--- src/rtl/tmds_pkg.sv ---
// Shared TMDS definitions: control tokens, TERC4 codewords,
// period classes and the word-alignment lock states.
package tmds_pkg;

  localparam logic [9:0] CTL_00 = 10'b1101010100;
  localparam logic [9:0] CTL_01 = 10'b0010101011;
  localparam logic [9:0] CTL_10 = 10'b0101010100;
  localparam logic [9:0] CTL_11 = 10'b1010101011;

  typedef enum logic [1:0] {
    PC_CTRL    = 2'b00,
    PC_VIDEO   = 2'b01,
    PC_DATA    = 2'b10,
    PC_INVALID = 2'b11
  } period_t;

  typedef enum logic {
    SEARCH = 1'b0,
    LOCKED = 1'b1
  } lock_state_t;

  typedef struct packed {
    logic       v;
    logic [9:0] q;
    logic       di;
    logic       is_ctl;
    logic [1:0] ctl;
    logic       is_terc;
    logic [3:0] terc;
  } s1_t;

  function automatic logic [9:0] terc4_code(input logic [3:0] d);
    logic [9:0] c;
    c = '0;
    unique case (d)
      4'h0: c = 10'b1010011100;
      4'h1: c = 10'b1001100011;
      4'h2: c = 10'b1011100100;
      4'h3: c = 10'b1011100010;
      4'h4: c = 10'b0101110001;
      4'h5: c = 10'b0100011110;
      4'h6: c = 10'b0110001110;
      4'h7: c = 10'b0100111100;
      4'h8: c = 10'b1011001100;
      4'h9: c = 10'b0100111001;
      4'hA: c = 10'b0110011100;
      4'hB: c = 10'b1011000110;
      4'hC: c = 10'b1010001110;
      4'hD: c = 10'b1001110001;
      4'hE: c = 10'b0101100011;
      4'hF: c = 10'b1011000011;
    endcase
    return c;
  endfunction

  function automatic logic [3:0] ones10(input logic [9:0] q);
    logic [3:0] n;
    n = '0;
    for (int i = 0; i < 10; i++) n = n + {3'b000, q[i]};
    return n;
  endfunction

endpackage

--- src/rtl/tmds_lock_fsm.sv ---
// Word-alignment tracker: counts control-token runs, requests
// bit-slips while searching and drops lock after a long token gap.
module tmds_lock_fsm
  import tmds_pkg::*;
#(
  parameter int CTRL_RUN     = 8,
  parameter int SLIP_TIMEOUT = 2048,
  parameter int LOCK_TIMEOUT = 65536
) (
  input  logic       clk_i,
  input  logic       rst_ni,
  input  logic       sym_v_i,
  input  logic       is_ctl_i,
  input  logic [1:0] ctl_i,
  output logic       lock_nxt_o,
  output logic       locked_o,
  output logic       bitslip_o
);

  localparam int RW = $clog2(CTRL_RUN) + 1;
  localparam int SW = $clog2(SLIP_TIMEOUT) + 1;
  localparam int GW = $clog2(LOCK_TIMEOUT) + 1;

  localparam logic [RW-1:0] RUN_MAX   = RW'(CTRL_RUN);
  localparam logic [SW-1:0] SLIP_LAST = SW'(SLIP_TIMEOUT - 1);
  localparam logic [GW-1:0] GAP_MAX   = GW'(LOCK_TIMEOUT);

  lock_state_t   st_q, st_d;
  logic [RW-1:0] run_q, run_d, run_nx;
  logic [SW-1:0] slip_q, slip_d;
  logic [GW-1:0] gap_q, gap_d, gap_nx;
  logic [1:0]    fl_q, fl_d;
  logic [1:0]    prev_q, prev_d;
  logic          bs_q, bs_d;

  always_ff @(posedge clk_i) begin
    if (!rst_ni) begin
      st_q   <= SEARCH;
      run_q  <= '0;
      slip_q <= '0;
      gap_q  <= '0;
      fl_q   <= '0;
      prev_q <= '0;
      bs_q   <= 1'b0;
    end else begin
      st_q   <= st_d;
      run_q  <= run_d;
      slip_q <= slip_d;
      gap_q  <= gap_d;
      fl_q   <= fl_d;
      prev_q <= prev_d;
      bs_q   <= bs_d;
    end
  end

  always_comb begin
    st_d   = st_q;
    run_d  = run_q;
    slip_d = slip_q;
    gap_d  = gap_q;
    fl_d   = fl_q;
    prev_d = prev_q;
    bs_d   = 1'b0;
    run_nx = '0;
    if (is_ctl_i) begin
      if (run_q != '0 && ctl_i == prev_q)
        run_nx = (&run_q) ? run_q : run_q + RW'(1);
      else
        run_nx = RW'(1);
    end
    gap_nx = is_ctl_i ? '0 :
             ((&gap_q) ? gap_q : gap_q + GW'(1));
    if (sym_v_i) begin
      unique case (st_q)
        SEARCH: begin
          // fl_q skips symbols still in flight from before a slip
          if (fl_q != 2'd0) begin
            fl_d = fl_q - 2'd1;
          end else if (run_nx >= RUN_MAX) begin
            st_d   = LOCKED;
            run_d  = '0;
            slip_d = '0;
            gap_d  = '0;
          end else if (slip_q >= SLIP_LAST) begin
            bs_d   = 1'b1;
            run_d  = '0;
            slip_d = '0;
            fl_d   = 2'd2;
          end else begin
            run_d  = run_nx;
            prev_d = ctl_i;
            slip_d = (&slip_q) ? slip_q : slip_q + SW'(1);
          end
        end
        LOCKED: begin
          if (gap_nx >= GAP_MAX) begin
            st_d   = SEARCH;
            gap_d  = '0;
            run_d  = '0;
            slip_d = '0;
            fl_d   = '0;
          end else begin
            gap_d = gap_nx;
          end
        end
      endcase
    end
  end

  assign lock_nxt_o = (st_d == LOCKED);
  assign locked_o   = (st_q == LOCKED);
  assign bitslip_o  = bs_q;

endmodule

--- src/rtl/tmds_decoder.sv ---
// Per-channel TMDS receive decoder, 2-cycle latency.
// Define DISP_CHECK_EN to build the running-disparity checker.
module tmds_decoder
  import tmds_pkg::*;
#(
  parameter int CTRL_RUN     = 8,
  parameter int SLIP_TIMEOUT = 2048,
  parameter int LOCK_TIMEOUT = 65536,
  parameter int DISP_LIMIT   = 10
) (
  input  logic       clklow,
  input  logic       reset,
  input  logic [9:0] q_in,
  input  logic       di_window,
  output logic [1:0] state,
  output logic [7:0] pix_data,
  output logic [1:0] H_VSync_Ctr,
  output logic [3:0] aux_data,
  output logic       locked,
  output logic       bitslip,
  output logic       disp_err
);

  s1_t s1_d, s1_q;

  always_comb begin
    s1_d        = '0;
    s1_d.v      = 1'b1;
    s1_d.q      = q_in;
    s1_d.di     = di_window;
    s1_d.is_ctl = 1'b1;
    unique case (1'b1)
      q_in == CTL_00: s1_d.ctl = 2'b00;
      q_in == CTL_01: s1_d.ctl = 2'b01;
      q_in == CTL_10: s1_d.ctl = 2'b10;
      q_in == CTL_11: s1_d.ctl = 2'b11;
      default:        s1_d.is_ctl = 1'b0;
    endcase
    for (int i = 0; i < 16; i++) begin
      if (q_in == terc4_code(4'(i))) begin
        s1_d.is_terc = 1'b1;
        s1_d.terc    = 4'(i);
      end
    end
  end

  always_ff @(posedge clklow) begin
    if (!reset) s1_q <= '0;
    else        s1_q <= s1_d;
  end

  logic lock_nxt;

  tmds_lock_fsm #(
    .CTRL_RUN    (CTRL_RUN),
    .SLIP_TIMEOUT(SLIP_TIMEOUT),
    .LOCK_TIMEOUT(LOCK_TIMEOUT)
  ) u_lock (
    .clk_i     (clklow),
    .rst_ni    (reset),
    .sym_v_i   (s1_q.v),
    .is_ctl_i  (s1_q.is_ctl),
    .ctl_i     (s1_q.ctl),
    .lock_nxt_o(lock_nxt),
    .locked_o  (locked),
    .bitslip_o (bitslip)
  );

  period_t    cls, st_d, st_q;
  logic [7:0] qd, vid;
  logic [7:0] pix_d, pix_q;
  logic [1:0] hv_d, hv_q;
  logic [3:0] aux_d, aux_q;

  always_comb begin
    qd     = s1_q.q[9] ? ~s1_q.q[7:0] : s1_q.q[7:0];
    vid    = '0;
    vid[0] = qd[0];
    for (int i = 1; i < 8; i++)
      vid[i] = s1_q.q[8] ? (qd[i] ^ qd[i-1]) : ~(qd[i] ^ qd[i-1]);
    cls   = PC_VIDEO;
    pix_d = pix_q;
    hv_d  = hv_q;
    aux_d = aux_q;
    priority case (1'b1)
      s1_q.is_ctl: begin
        cls  = PC_CTRL;
        hv_d = s1_q.ctl;
      end
      s1_q.di && s1_q.is_terc: begin
        cls   = PC_DATA;
        aux_d = s1_q.terc;
      end
      s1_q.di: cls = PC_INVALID;
      default: pix_d = vid;
    endcase
    // class follows the lock decision taken for this same symbol
    st_d = lock_nxt ? cls : PC_INVALID;
  end

  always_ff @(posedge clklow) begin
    if (!reset) begin
      st_q  <= PC_CTRL;
      pix_q <= '0;
      hv_q  <= '0;
      aux_q <= '0;
    end else if (s1_q.v) begin
      st_q  <= st_d;
      pix_q <= pix_d;
      hv_q  <= hv_d;
      aux_q <= aux_d;
    end
  end

  assign state       = st_q;
  assign pix_data    = pix_q;
  assign H_VSync_Ctr = hv_q;
  assign aux_data    = aux_q;

`ifdef DISP_CHECK_EN
  localparam int AW = $clog2(DISP_LIMIT + 11) + 2;
  localparam logic signed [AW-1:0] LIM = AW'(DISP_LIMIT);

  logic signed [AW-1:0] acc_q, acc_d, acc_s;
  logic signed [5:0]    sym_disp;
  logic                 err_q, err_d;

  always_comb begin
    sym_disp = $signed({1'b0, ones10(s1_q.q), 1'b0}) - 6'sd10;
    acc_s    = acc_q + AW'(sym_disp);
    acc_d    = acc_q;
    err_d    = err_q;
    // once flagged the sum is frozen; only a control token clears it
    if (s1_q.is_ctl) begin
      acc_d = '0;
      err_d = 1'b0;
    end else if (s1_q.di) begin
      acc_d = '0;
    end else if (!err_q) begin
      acc_d = acc_s;
      err_d = (acc_s > LIM) || (acc_s < -LIM);
    end
  end

  always_ff @(posedge clklow) begin
    if (!reset) begin
      acc_q <= '0;
      err_q <= 1'b0;
    end else if (s1_q.v) begin
      acc_q <= acc_d;
      err_q <= err_d;
    end
  end

  assign disp_err = err_q;
`else
  assign disp_err = (DISP_LIMIT < 0);
`endif

endmodule

--- config.mk ---
export PLATFORM = sky130hd
export DESIGN_NAME = tmds_decoder
export DESIGN_NICKNAME = d
export VERILOG_FILES = /design/src/rtl/tmds_pkg.sv /design/src/rtl/tmds_lock_fsm.sv /design/src/rtl/tmds_decoder.sv
export SDC_FILE = /design/constraint.sdc
export NUM_CORES = 1
export LEC_CHECK = 0
export ABC_AREA = 1
export BUFFER_PORTS_ARGS = -buffer_cell sky130_fd_sc_hd__buf_2
export CORE_MARGIN = 2
export CORE_UTILIZATION = 31
export CTS_CLUSTER_SIZE = 12
export DETAILED_ROUTE_END_ITERATION = 10
export PLACE_DENSITY_LB_ADDON = 0.05
export SLEW_MARGIN = 20
export SYNTH_ARGS = -nofsm -noshare
export SYNTH_HDL_FRONTEND = slang
export SYNTH_HIERARCHICAL = 1
export SYNTH_SLANG_ARGS = --single-unit
--- constraint.sdc ---
create_clock -name clklow -period 3.92 [get_ports clklow]
set_clock_uncertainty 0.1 [all_clocks]
set_input_delay 0.196 -clock clklow [delete_from_list [all_inputs] [get_ports clklow]]
set_output_delay 0.196 -clock clklow [all_outputs]
set_load 0.02 [all_outputs]
### Word level (Yosys, flattened, before mapping)

Index checks and enable logic that the tools add are counted.

| operators by class | value |
|---|---|
| divide/modulo/power cells | 0 |
| reduce and logical (&&, ||, !) cells | 17 |
| order comparisons | 3 |
| muxes and demuxes | 62 |
| $add $sub $neg | 4 |
| shifts and indexed selects | 0 |
| multiply operators | 0 |
| bitwise operators | 24 |
| eq/ne operators | 27 |

Operators by type and width:

| kind | count |
|---|---|
| == test 10 bit (second input constant) | 11 |
| two-way mux 17 bit | 5 |
| == test 10 x 9 -> 1 bit (second input constant) | 8 |
| two-way mux 5 bit | 16 |
| two-way mux 12 bit | 5 |
| one-hot mux 17 bit (2 select lines) | 1 |
| two-way mux 4 bit | 7 |
| one-hot mux 12 bit (2 select lines) | 1 |
| two-way mux 20 bit | 1 |
| adder 17 x 1 -> 17 bit (second input constant) | 1 |
| greater-or-equal comparator 17 bit (second input constant) | 1 |
| AND reduction 17 bit | 1 |
| two-way mux 2 bit | 8 |
| NOT 1 bit | 16 |
| AND reduction 4 bit | 4 |
| two-way mux 1 bit | 13 |
| adder 12 x 1 -> 12 bit (second input constant) | 1 |
| greater-or-equal comparator 12 x 11 -> 1 bit (second input constant) | 1 |
| AND reduction 12 bit | 1 |
| == test 10 x 8 -> 1 bit (second input constant) | 1 |
| AND reduction 3 bit | 3 |
| two-way mux 8 bit | 1 |
| NOT 8 bit | 1 |
| one-hot mux 4 bit (2 select lines) | 1 |
| other kinds (20) | 28 |

| word-level totals | value |
|---|---|
| ROM bits | 0 |
| latch bits | 0 |
| output and inout bits | 19 |
| memory bits (writable) | 0 |
| register bits | 75 |
| memories | 0 |

### Depth between registers and ports, before layout

Gate-level depths: netlist (run 1).

| logic depth | value |
|---|---|
| word-level depth | 18 |
| depth in mapped cells | 13 |
| gate-level depth less buffers | 13 |

### Modules after synthesis

Netlist (run 1), hierarchy kept.

By module, submodules not included:

| module | instances | seq. area each (um2) | cells each | area an instance (um2) |
|---|---|---|---|---|
| tmds_lock_fsm | 1 | 780.7 | 403 | 2516.2 |
| tmds_decoder | 1 | 720.7 | 225 | 1649.1 |

### Worst setup path after synthesis (run 1)

Ideal clock, no wire load.

| timing path | value |
|---|---|
| kind | register -> register |
| start | register u_lock.gap_q[0] |
| end | register st_q[1] (netlist: state[1]) |
| required time | 3746 ps |
| data arrival time | 1871 ps |
| stages on the path, launching flop included | 11 |
| path slack | 1875 ps |
| clock period less this slack | 2045 ps |
| library setup time | 74 ps |
| buffers on the path | 0 |
| cells stage by stage | dfxtp_1 > ha_1 > inv_1 > nor2_2 > nand2_2 > o21ai_2 > nand2_2 > a21oi_1 > a21boi_0 > or2_2 > a31oi_1 |

| on the way | value |
|---|---|
| longest elaborated chain between the ends | 8 |
| elaborated cells on any way between the ends | 9 |

Ends and longest elaborated chain:

| element | RTL line | RTL |
|---|---|---|
| start, declared | tmds_lock_fsm.sv:31 | `logic [GW-1:0] gap_q, gap_d, gap_nx;` |
| start signal, assigned | tmds_lock_fsm.sv:49 | `gap_q <= gap_d;` |
| adder 17 x 1 -> 17 bit or AND reduction 17 bit (tied branches) | tmds_lock_fsm.sv:72 | `((&gap_q) ? gap_q : gap_q + GW'(1));` |
| two-way mux 17 bit * | tmds_lock_fsm.sv:72 |  |
| two-way mux 17 bit * | tmds_lock_fsm.sv:71 | `gap_nx = is_ctl_i ? '0 :` |
| greater-or-equal comparator 17 bit * | tmds_lock_fsm.sv:96 | `if (gap_nx >= GAP_MAX) begin` |
| two-way mux 1 bit * | tmds_lock_fsm.sv:96 |  |
| one-hot mux 1 bit (2 select lines) * | tmds_lock_fsm.sv:74 | `unique case (st_q)` |
| two-way mux 1 bit * | tmds_lock_fsm.sv:73 | `if (sym_v_i) begin` |
| named net lock_nxt | tmds_decoder.sv:52 | `logic lock_nxt;` |
| two-way mux 2 bit * | tmds_decoder.sv:98 | `st_d = lock_nxt ? cls : PC_INVALID;` |
| end signal, assigned | tmds_decoder.sv:108 | `st_q <= st_d;` |
| end, declared | tmds_decoder.sv:69 | `period_t cls, st_d, st_q;` |

Mark *: on every way through the listed nets, which the timed path passes. The rest lies on a longest branch.
A chain may end at the register's enable or synchronous reset.

### Final worst setup path (run 1)

| timing path | value |
|---|---|
| start | register u_lock.st_q (netlist: u_lock/locked_o) |
| end | register u_lock.gap_q[11] |

| on the way | value |
|---|---|
| longest elaborated chain between the ends | 3 |
| elaborated cells on any way between the ends | 5 |

Ends and longest elaborated chain:

| element | RTL line | RTL |
|---|---|---|
| start, declared | tmds_lock_fsm.sv:28 | `lock_state_t st_q, st_d;` |
| start signal, assigned | tmds_lock_fsm.sv:46 | `st_q <= st_d;` |
| NOT 1 bit (no source line) | n/a |  |
| != test 2 x 1 -> 1 bit (no source line) or != test 2 bit (tied branches) | n/a |  |
| AND reduction 3 bit (no source line) | n/a |  |

Parallel ways exist; a longest one is shown, timed or not.

==> results.toml, run 1 <==
[worst_setup_path]
rr_startpoint = "u_lock/locked_o$_SDFF_PN0_"
cp.required_ps = 4030
cp_max_fo = 20
cp.depth = 8
cp_cell_sequence = "inv_2 -> a21oi_1 -> inv_2 -> a21oi_2 -> buf_4 -> o21ai_0 -> nand2_1 -> nor2_1"
crit_top_cell = "inv_2"
cp.arrival_ps = 2410
worstSetupEndpoint = "u_lock/gap_q[11]$_SDFFE_PN0P_"
critPathTopFamily = "flip-flops"
crit_path_max_incr_delay_ps = 640
reg2reg_slack_ps = 1620
crit_path_start = "u_lock/locked_o$_SDFF_PN0_"
end_kind = "flip-flop"
cp-start-kind = "flip-flop"
reg2reg_depth = 8
cpMaxStageDelayCell = "dfxtp_1"
critPathBufInv = 3
worstSetupPathType = "reg2reg"
r2r_end = "u_lock/gap_q[11]$_SDFFE_PN0P_"

[global_route]
antenna_found_initial = 0
grt_pass1_vias = 3610
overflow = 0
grt_util_all_layers = 0.147
grt_pass1_wl_mm = 16.9
grt_start_max_net_pins = 23

[synthesis]
synth_cells = 628
ys_types = 44
synth_top_area_cell = "dfxtp_1"
synth-edff-count = 0
synthMuxAreaShare = 0
netlist_area_um2 = 4170
synthArstFlopShare = 0
synth_common_cells = "166 x nand2_1, 97 x nor2_1, 75 x dfxtp_1"
ys_seq_elements = 75
yosysWarningCount = 6
synth-main-ff-cell = "dfxtp_1"
syn_nets = 647
synth_xor_area_frac = 0.0400
yosysTopAreaCellShare = 0.360
netlist_top_cells_area = "dfxtp_1 36%, nand2_1 15%, nor2_1 8.7%, inv_1 6.7%, nand3_1 4.8%"
ys_seq_area_frac = 0.360
syn_area_per_cell_um2 = 6.63
synth_compound_area_frac = 0.0916
synth_top_family_by_area = "simple AND/OR/NAND/NOR gates"
synth_most_common_cell = "nand2_1"
synthAdderAreaFrac = 0.0180
synth_simple_gate_area_frac = 0.387

[clock_tree]
clock-sinks = 75
hold_buffers = 7
clockRootBuffer = "clkbuf_16"
path_clk_slew_ps = 60
post_cts_resized = 0
clockBufferDepth = 2
cts-buffers-inserted = 9
insertion_delay_ps = 340
cts_tree = "yes"
htree_levels = 3
post_cts_buffers = 0

[detailed_routing]
dr_total_vias = 3842
drt_wl_total_mm = 9.84
drcViolationCount = 0
via_per_inst = 4.56
drt_iter0_drc = 130
post_drt_wl_per_cell_um = 11.7
first_pass_iters = 5
antenna_left = 0

[floorplanning]
start_util = 0.316
die_area_um2 = 14400
core_um2 = 13200
die_w_um = 120
ios = 32
num_rows = 42
chipHeight_um = 120

[placed_design]
place_hpwl_mm = 7.30
gp_congestion = 0.951
dpl-instance-area_um2 = 4450
io_buffers = 30
dpl.cell_count = 821

[run]
cap_violations = 0

[power_and_ir_drop]
ir_worst_vdd_mv = 0.215
cellPowerDensity_nw_per_um2 = 392
leakagePower_nw = 2.09
total_power_w = 0.00189

[hold_path]
hp-class = "in2reg"

[timing]
min_period_ps = 2300
rsz0062_at_grt = "false"
drv_slew = 0
worst_pin_slew_ps = 517
slew_headroom = 0.655
max_freq_mhz = 434
final-setup-viol-count = 0
fin_setup_tns_ps = 0
finalHoldViolations = 0
finalCritPeriodShare = 0.588

[cells_and_area]
finalNetCount = 682
drive_gt1_frac = 0.136
design_area_um2 = 4830
fin_cells = 843
synthToLayoutAreaGrowth_pct = 16.0
finish.utilization = 0.366
diodes = 0

[status]
status = "finished clean"
==> area by class of cell <==
class,count,area (µm²)
fillers,1434,8360
multi-input cells,454,2240
flip-flops and latches,75,1500
inverters,82,308
repair buffers,41,250
clock buffers,9,225
well taps,176,220
clock inverters,6,91.3
==> placed cells by master (no fill, tap or decap), types with 2 or more instances in the layout <==
master,Yosys,final
a21oi_1,25,25
nand4_2,2,2
a31oi_1,3,3
a21oi_2,5,5
nand2_1,166,166
o21bai_1,3,3
nand3b_1,3,3
buf_4,2,4
xnor2_1,8,8
xor2_1,11,11
o21ai_2,2,2
ha_1,6,6
clkbuf_16,0,9
nor2_1,97,97
inv_2,7,7
o21ai_1,5,5
nor2_4,4,4
nor2_2,5,5
nand2_2,10,10
buf_2,4,30
clkinvlp_4,0,3
bufinv_16,0,2
nand3_1,40,40
dfxtp_1,75,75
inv_1,74,74
or2_2,2,2
o21ai_0,16,16
nor3_1,13,13
nand4_1,16,16
dlygate4sd3_1,0,7
==> registers in the layout (all words and copies together) (netlist names) <==
| signal | flops |
|---|---|
| pix_data | 8 |
| u_lock/fl_q | 2 |
| u_lock/prev_q | 2 |
| s1_q | 20 |
| aux_data | 4 |
| u_lock/run_q | 4 |
| u_lock/bitslip_o | 1 |
| u_lock/slip_q | 12 |
| H_VSync_Ctr | 2 |
| u_lock/locked_o | 1 |
| u_lock/gap_q | 17 |
| state | 2 |
==> metal layers <==
layer	GRT usage	wire length (µm)	share of wire
met1	0.191	4830	0.49
met2	0.233	4510	0.46
met3	0.0271	285	0.029
met4	0.0706	222	0.023
met5	0	0	0
==> kinds of logic after synthesis <==
| logic type | after synthesis |
|---|---|
| simple gates | 364 |
| buf+inv | 99 |
| flops | 75 |
| compound gates | 64 |
| xor+xnor | 19 |
| fa+ha+maj | 6 |
| other cells | 1 |
==> metrics by stage <==
step / hold slack (ps) / worst slack [ps]
floorplan: 124 / 1870
global placement: 291 / 1660
detailed placement: 300 / 1580
CTS: 0.989 / 1560
global route: 41.7 / 1340
finish: 21.5 / 1620
==> worst min path at each step <==
| stage | endpoint | slack (ps) | startpoint | cells past startpoint |
|---|---|---|---|---|
| 2_1_floorplan | s1_q[19]$_DFF_P_ | 120 | reset | 0 |
| 3_3_place_gp | s1_q[8]$_SDFF_PN0_ | 290 | di_window | 3 |
| 4_1_cts | s1_q[12]$_SDFF_PN0_ | 1 | q_in[3] | 3 |
| 3_5_place_dp | s1_q[8]$_SDFF_PN0_ | 300 | di_window | 3 |
| 5_1_grt | s1_q[12]$_SDFF_PN0_ | 40 | q_in[3] | 3 |
| 6_report | s1_q[12]$_SDFF_PN0_ | 20 | q_in[3] | 3 |
==> where the power goes <==
group | internal (W) | switching [W]
clock network | 0.000554 | 0.000321
registers | 0.000788 | 0.0000199
logic | 0.0000709 | 0.000139
==> worst min-delay path, stage by stage <==
cell     delay [ps]
buf_2           130
nand2_1          60
inv_1            30
Note: power is estimated with default switching activity, not from simulation.
==> run 2, diff against run 1 <==
==> constraint.sdc (replaced) <==
create_clock -name clklow -period 2.4 [get_ports clklow]
set_clock_uncertainty 0.1 [all_clocks]
set_input_delay 0.12 -clock clklow [delete_from_list [all_inputs] [get_ports clklow]]
set_output_delay 0.12 -clock clklow [all_outputs]
set_load 0.02 [all_outputs]
==> results.toml, run 2 (synthesized netlist as in run 1, its figures left out) <==
[timing]
rsz0062_at_grt = "false"
max_freq_mhz = 465
final-setup-viol-count = 0
whs_ps = 66.8
finalHoldViolations = 0
finalCritPeriodShare = 0.896
drv_slew = 0
fin_setup_tns_ps = 0
min_period_ps = 2150

[clock_tree]
clockBufferDepth = 2
cts_tree = "yes"
cts-buffers-inserted = 9
clock-sinks = 75
post_cts_buffers = 0
htree_levels = 3
clockRootBuffer = "clkbuf_16"
path_clk_slew_ps = 60
insertion_delay_ps = 340

[cells_and_area]
final_cell_mix = "166 x nand2_1, 97 x nor2_1, 75 x dfxtp_1, 74 x inv_1, 40 x nand3_1"
multi_input_area_um2 = 2240
final_common_cell = "nand2_1"
reg.largest.list = "s1_q x20, u_lock/gap_q x17, u_lock/slip_q x12"
finalNetCount = 690
diodes = 0
largest_register = "s1_q"
fillers = 1436
finish.utilization = 0.372
drive_gt1_frac = 0.142
largest_reg_flops = 20
synthToLayoutAreaGrowth_pct = 17.8
regArea_um2 = 1500

[global_route]
grt-busiest-layer = "met2"
antenna_found_initial = 0
grt_start_max_net_pins = 22
grt_pass1_vias = 3626
use_met2 = 0.248
overflow = 0
grt_util_met1 = 0.174
grt_util_all_layers = 0.145
grt_pass1_wl_mm = 16.6
use_met3 = 0.0247

[status]
status = "finished clean"

[power_and_ir_drop]
ir_worst_vdd_mv = 0.335
leakagePower_nw = 2.12
total_power_w = 0.00313
cellPowerDensity_nw_per_um2 = 638

[run]
cap_violations = 0

[worst_setup_path]
cpMaxStageDelayCell = "dfxtp_1"
cp_max_fo = 5
crit_top_cell = "nand2_2"
crit_path_max_incr_delay_ps = 380
cp_cell_sequence = "ha_2 -> inv_1 -> nor2_2 -> nand2_2 -> o21ai_2 -> nand2_2 -> a21oi_1 -> a21boi_0 -> or2_2 -> a31oi_1"
cp.arrival_ps = 2320
end_kind = "flip-flop"
cp.required_ps = 2570
cp-start-kind = "flip-flop"
worstSetupPathType = "reg2reg"

[floorplanning]
ios = 32
die_w_um = 120
core_um2 = 13200
num_rows = 42
start_util = 0.316
chipHeight_um = 120
die_area_um2 = 14400

[detailed_routing]
drcViolationCount = 0
antenna_left = 0
via_per_inst = 4.53
dr_total_vias = 3859
drt_iter0_drc = 116
post_drt_wl_per_cell_um = 11.4
drt_wl_total_mm = 9.70
first_pass_iters = 6

[hold_path]
hp-class = "in2reg"

[placed_design]
gp_congestion = 0.885
place_hpwl_mm = 7.24
io_buffers = 30
-- run 2: metal layers --
layer / wire length, µm / up-vias
met4: 238 / 0
li1: - / 2064
met1: 4610 / 1722
met2: 4600 / 57
met3: 253 / 16
met5: 0 / -
-- run 2: path summary, 6_finish.rpt --
kind                                              startpoint                        to  slack, ps  depth (start not counted)
worst max-delay path            u_lock/gap_q[0]$_SDFFE_PN0P_     state[0]$_SDFFE_PN0P_        250                         10
worst max register to register  u_lock/gap_q[0]$_SDFFE_PN0P_     state[0]$_SDFFE_PN0P_        250                         10
worst min register to register            s1_q[3]$_SDFF_PN0_  aux_data[3]$_SDFFE_PN0P_        370                          2
worst min-delay path                                   reset       s1_q[15]$_SDFF_PN0_         70                          3
-- run 2: worst max-delay path, delay by kind of cell, from the launching register on --
family,cells,cell delay (ps)
compound gates,4,600
fa+ha+maj,1,230
buf+inv,1,50
flops,1,380
simple gates,4,690
-- run 2: power breakdown --
group / internal [W] / total [W] / switching [W]
Combinational: 0.000125 / 0.000357 / 0.000232
Clock: 0.000906 / 0.00145 / 0.000548
Sequential: 0.00129 / 0.00132 / 0.0000302
-- run 2: through the flow --
step	std cells	worst slack (ps)	instance area, µm²
finish	851	250	4910
global route	851	28.4	4910
floorplan	628	355	4170
detailed placement	825	210	4480
global placement	825	264	4480
CTS	851	193	4900
-- run 2: layout make-up --
class | instances | share of cell area
Tap cell | 176 | 0.0449
Clock buffer | 9 | 0.0459
Clock inverter | 6 | 0.0186
Sequential cell | 75 | 0.306
Multi-Input combinational cell | 454 | 0.457
Inverter | 82 | 0.0627
Timing Repair Buffer | 49 | 0.0653
-- run 2: what timing repair did --
| action | in CTS | in global routing |
|---|---|---|
| hold buffers | 11 | 0 |
| hold endpoints to repair | 12 | 0 |
| endpoints found under the setup margin | 0 | 1 |
| gates resized for setup | 0 | 1 |
